**config.mk**
```make
export PLATFORM = sky130hd
export DESIGN_NAME = controller
export DESIGN_NICKNAME = d
export VERILOG_FILES = /design/src/rtl/controller.sv
export SDC_FILE = /design/constraint.sdc
export NUM_CORES = 1
export LEC_CHECK = 0
export ABC_CLOCK_PERIOD_IN_PS = 3400
export CAP_MARGIN = 0
export CORE_AREA = 2 2 39 41
export CTS_BUF_LIST = sky130_fd_sc_hd__clkbuf_8 sky130_fd_sc_hd__clkbuf_16
export CTS_CLUSTER_DIAMETER = 120
export DETAILED_ROUTE_END_ITERATION = 10
export DIE_AREA = 0 0 41 43
export PLACE_DENSITY = 0.67
export SLEW_MARGIN = 20
export SYNTH_ARGS = -nofsm -noshare
export SYNTH_HDL_FRONTEND = slang
export SYNTH_SLANG_ARGS = --single-unit
```
**constraint.sdc**
```tcl
create_clock -name clk -period 3.4 [get_ports clk]
set_input_delay 0.68 -clock clk [delete_from_list [all_inputs] [get_ports clk]]
set_output_delay 0.68 -clock clk [all_outputs]
set_load 0.01 [all_outputs]
```
**src/rtl/controller.sv**
```systemverilog
// VeriRISC instruction sequencer: 8-phase counter plus halt flag, decoded into datapath strobes.
// Optional feature: define CTRL_RESUME_EN to add a resume input that leaves the halted state.
module controller #(
  parameter int unsigned OPW = 3
) (
  input  logic           clk,
  input  logic           rst,
  input  logic [OPW-1:0] opcode,
  input  logic           zero,
`ifdef CTRL_RESUME_EN
  input  logic           resume,
`endif
  output logic [2:0]     phase,
  output logic           sel,
  output logic           rd,
  output logic           ld_ir,
  output logic           halt,
  output logic           inc_pc,
  output logic           ld_ac,
  output logic           ld_pc,
  output logic           wr,
  output logic           data_e
);

  localparam logic [2:0] INST_ADDR  = 3'd0;
  localparam logic [2:0] INST_FETCH = 3'd1;
  localparam logic [2:0] INST_LOAD  = 3'd2;
  localparam logic [2:0] IDLE       = 3'd3;
  localparam logic [2:0] OP_ADDR    = 3'd4;
  localparam logic [2:0] OP_FETCH   = 3'd5;
  localparam logic [2:0] ALU_OP     = 3'd6;
  localparam logic [2:0] STORE      = 3'd7;

  localparam logic [OPW-1:0] OP_HLT = OPW'(0);
  localparam logic [OPW-1:0] OP_SKZ = OPW'(1);
  localparam logic [OPW-1:0] OP_ADD = OPW'(2);
  localparam logic [OPW-1:0] OP_AND = OPW'(3);
  localparam logic [OPW-1:0] OP_XOR = OPW'(4);
  localparam logic [OPW-1:0] OP_LDA = OPW'(5);
  localparam logic [OPW-1:0] OP_STO = OPW'(6);
  localparam logic [OPW-1:0] OP_JMP = OPW'(7);

  logic [2:0] phase_q, phase_d;
  logic       halted_q, halted_d;
  logic       resume_req;

  logic is_hlt, is_skz, is_sto, is_jmp, alu_op;

`ifdef CTRL_RESUME_EN
  assign resume_req = resume;
`else
  assign resume_req = 1'b0;
`endif

  assign is_hlt = (opcode == OP_HLT);
  assign is_skz = (opcode == OP_SKZ);
  assign is_sto = (opcode == OP_STO);
  assign is_jmp = (opcode == OP_JMP);
  assign alu_op = (opcode == OP_ADD) || (opcode == OP_AND) ||
                  (opcode == OP_XOR) || (opcode == OP_LDA);

  // Halt freezes the counter at OP_ADDR; only reset (or resume) restarts at INST_ADDR.
  always_comb begin
    phase_d  = phase_q;
    halted_d = halted_q;
    if (halted_q) begin
      if (resume_req) begin
        halted_d = 1'b0;
        phase_d  = INST_ADDR;
      end
    end else if (phase_q == OP_ADDR && is_hlt) begin
      halted_d = 1'b1;
    end else begin
      phase_d = phase_q + 3'd1;
    end
  end

  always_ff @(posedge clk) begin
    if (rst) begin
      phase_q  <= INST_ADDR;
      halted_q <= 1'b0;
    end else begin
      phase_q  <= phase_d;
      halted_q <= halted_d;
    end
  end

  assign phase = phase_q;

  always_comb begin
    sel    = 1'b0;
    rd     = 1'b0;
    ld_ir  = 1'b0;
    halt   = 1'b0;
    inc_pc = 1'b0;
    ld_ac  = 1'b0;
    ld_pc  = 1'b0;
    wr     = 1'b0;
    data_e = 1'b0;
    if (halted_q) begin
      halt = 1'b1;
    end else begin
      unique case (phase_q)
        INST_ADDR: begin
          sel = 1'b1;
        end
        INST_FETCH: begin
          sel = 1'b1;
          rd  = 1'b1;
        end
        INST_LOAD, IDLE: begin
          sel   = 1'b1;
          rd    = 1'b1;
          ld_ir = 1'b1;
        end
        OP_ADDR: begin
          halt   = is_hlt;
          inc_pc = !is_hlt;
        end
        OP_FETCH: begin
          rd = alu_op;
        end
        ALU_OP: begin
          rd     = alu_op;
          inc_pc = is_skz && zero;
          ld_pc  = is_jmp;
          data_e = is_sto;
        end
        STORE: begin
          rd     = alu_op;
          ld_ac  = alu_op;
          ld_pc  = is_jmp;
          wr     = is_sto;
          data_e = is_sto;
        end
        default: ;
      endcase
    end
  end

  // Structural invariants of the decode; not present in synthesis netlists.
  a_wr_rd_excl : assert property (@(posedge clk) disable iff (rst) !(wr && rd));
  a_pc_excl    : assert property (@(posedge clk) disable iff (rst) !(ld_pc && inc_pc));

endmodule

```
==> flow_metrics.env <==
export IMPL_synthTopCellsByCount="ha_1, nor2_1, a21oi_1, dfxtp_1, inv_1"
export IMPL_worstReg2RegStart="phase[0]"
export IMPL_worstPathArrival_ps=2400
export IMPL_detail_route_first_pass_iterations=2
export IMPL_synth_area_um2=417
export IMPL_report_power_total_uw=534
export IMPL_power_static_leakage_nw=0.252
export IMPL_drive_above_1_share=0.0704
export IMPL_worst_r2r_endpoint="phase[1]"
export IMPL_htreeDepth=1
export IMPL_placed_area_um2=599
export IMPL_worstHoldPathType="flop to flop"
export IMPL_io_pins=18
export IMPL_min_path_cells=2
export IMPL_grt_ovfl_total=0
export IMPL_critical_path_class="input pin to output pin"
export IMPL_dominantRegCellSynth="dfxtp_1"
export IMPL_critPathMaxFanout=5
export IMPL_maxCapViolCount=0
export IMPL_num_vias=464
export IMPL_first_global_vias=405
export IMPL_max_slew_margin_rel=0.700
export IMPL_grt_use_total=0.131
export IMPL_initialDrtViolationCount=2
export IMPL_io_buffers=17
export IMPL_min_delay_worst_endpoint="phase[1]"
export IMPL_synth_net_count=65
export IMPL_power_per_cell_area_nw_per_um2=834
export IMPL_synth_enable_flop_cells=0
export IMPL_route_detailed_drc=0
export IMPL_worst_clock_skew_ps=1.29
export IMPL_number_of_antenna_violations_at_the_first_check_in_global_routing=0
export IMPL_timing_critical_path_to_type="output pin"
export IMPL_detailedPlace_worstSlack_ps=319
export IMPL_rows=14
export IMPL_cts_resized=0
export IMPL_finalCriticalPeriod_ps=3080
export IMPL_area_fraction_of_the_dominant_cell_type_after_synthesis=0.192
export IMPL_worst_path_most_repeated_cell="clkdlybuf4s50_1"
export IMPL_ys_warn_count=0
export IMPL_ff2ff_setup_slack_ps=1820
export IMPL_path_clk_slew_ps=30
export IMPL_postSynthRegisterBits=4
export IMPL_non_filler_cells_final=87
export IMPL_total_of_hold_buffers_inserted_after_clock_tree_synthesis=0
export IMPL_syn_instance_count=53
export IMPL_setup_worst_path_start_class="input pin"
export IMPL_finalNetCount=85
export IMPL_holdCritStartpoint="phase[1]"
export IMPL_tightestPinTransition_ps=449
export IMPL_syn_area_per_cell_um2=7.86
export IMPL_routedWlPerCell_um=11.3
export IMPL_totalNegativeSetupSlack_ps=0
export IMPL_dpl_cell_count=84
export IMPL_gp_routability_congestion=0.676
export IMPL_status="finished clean"
export IMPL_die_h_um=43
export IMPL_required_ps=2720
export IMPL_antenna_cells_inserted=0
export IMPL_final_min_period_over_clock_period=0.906
export IMPL_peakVddDrop_uv=396
export IMPL_grt_first_pass_wirelength_um=1610
export IMPL_setup_ws_ps=320
export IMPL_reg2regPathDepth=5
export IMPL_cts_tree="done"
export IMPL_setup_repair_after_global_routing_missed_its_margin="false"
export IMPL_netlist_top_cell_by_area="dfxtp_1"
export IMPL_ys_types=26
export IMPL_cts_repair_timing_setup_buffer_count=0
export IMPL_final_util=0.463
export IMPL_finalInstanceArea_um2=641
export IMPL_cts_max_path_buffers=2
export IMPL_initial_utilization=0.301
export IMPL_asyncSetResetFlopFracSynth=0
export IMPL_maxClockFrequency_ghz=0.325
export IMPL_sequential_area_share_after_synthesis=0.192
export IMPL_yosys_top_cells_area="dfxtp_1, ha_1, nor4b_4, nor2_1, a21oi_1"
export IMPL_multiInputGateArea_um2=314
export IMPL_finalHoldWorstSlack_ps=592
export IMPL_cell_by_cell_trace_of_the_critical_path="clkdlybuf4s50_1 > xnor2_1 > nor3b_1 > o32ai_1 > clkdlybuf4s50_1"
export IMPL_setup_violations=0
export IMPL_area_growth_synth_to_final_pct=53.8
export IMPL_finalMaxSlewViolations=0
export IMPL_cp_slowest_stage_delay_ps=600
export IMPL_hold_viol_final=0
export IMPL_area_sequential_um2=80.1
export IMPL_die_width_um=41
export IMPL_cts_root_buf="clkbuf_8"
export IMPL_drtAntennaViolNets=0
export IMPL_cts_made_buffers=3
export IMPL_timing_critical_path_slowest_stage_cell="clkdlybuf4s50_1"
export IMPL_route_detailed_vias_per_inst=5.33
export IMPL_grt_max_degree=16
export IMPL_worstSkewPairLatency_ps=220
export IMPL_wirelength_um=979
export IMPL_floorplan_die_area_um2=1760
export IMPL_detailed_place_hpwl_um=779
export IMPL_fillers=145
export IMPL_floorplan_core_area_um2=1380
export IMPL_clock_sinks=4
==> flip-flops by register name, indices dropped and copies added, names as in the netlist <==
signal    flops
halted_q      1
phase         3
==> layout make-up <==
cell class,instances,area share
tap,16,0.0313
timing repair buffer,17,0.266
sequential,4,0.125
inverter,4,0.0234
multi-input combinational,43,0.490
clock buffer,3,0.0645
==> logic make-up (layout without fill, tap and decap cells) <==
group           after synthesis  count (layout)  synth area share
simple gates                 24              24             0.369
compound gates               12              12             0.183
fa+ha+maj                     6               6             0.180
buf+inv                       6              24            0.0541
flops                         4               4             0.192
xor+xnor                      1               1            0.0210
==> routing by layer <==
metal  wire, µm  vias to the layer above  global-route usage
met5          0                        -                   0
met4         17                        0              0.0800
met1        423                      211               0.141
met3         73                        2              0.0262
met2        465                       16               0.216
li1           -                      235                   -
==> worst max-delay path, delay by kind of cell <==
family                    cells  cell delay (ps)
AOI/OAI and AO/OA             1              250
buffers and inverters         2             1170
xor gates and xnor gates      1              140
and+or+nand+nor               1              150
==> worst max-delay path by stage <==
stage | from | end | slack, ps | depth (start not counted)
after global placement | opcode[2] | rd | 330 | 5
after detailed placement | opcode[2] | rd | 320 | 5
after global routing | opcode[2] | rd | 180 | 5
after CTS | opcode[2] | rd | 310 | 5
final | opcode[2] | rd | 320 | 5
after floorplan | phase[0] | ld_pc | 1350 | 4
==> report_power, final <==
| part | switching [mW] | internal, mW |
|---|---|---|
| registers | 0.0386 | 0.0665 |
| clock network | 0.0239 | 0.0754 |
| logic | 0.141 | 0.189 |
==> placed cells by master, fill, tap and decap left out, types with 2 or more instances in the layout <==
| cell | synthesis | final |
|---|---|---|
| ha_1 | 6 | 6 |
| inv_1 | 4 | 4 |
| a31oi_1 | 3 | 3 |
| dfxtp_1 | 4 | 4 |
| clkdlybuf4s50_1 | 0 | 17 |
| clkbuf_8 | 0 | 3 |
| nand4_1 | 2 | 2 |
| nor2_1 | 6 | 6 |
| nor4_1 | 2 | 2 |
| nor4b_1 | 2 | 2 |
| a21oi_1 | 4 | 4 |
| nand2_1 | 2 | 2 |
| nor3_1 | 2 | 2 |
(Power assumes the default switching activity.)
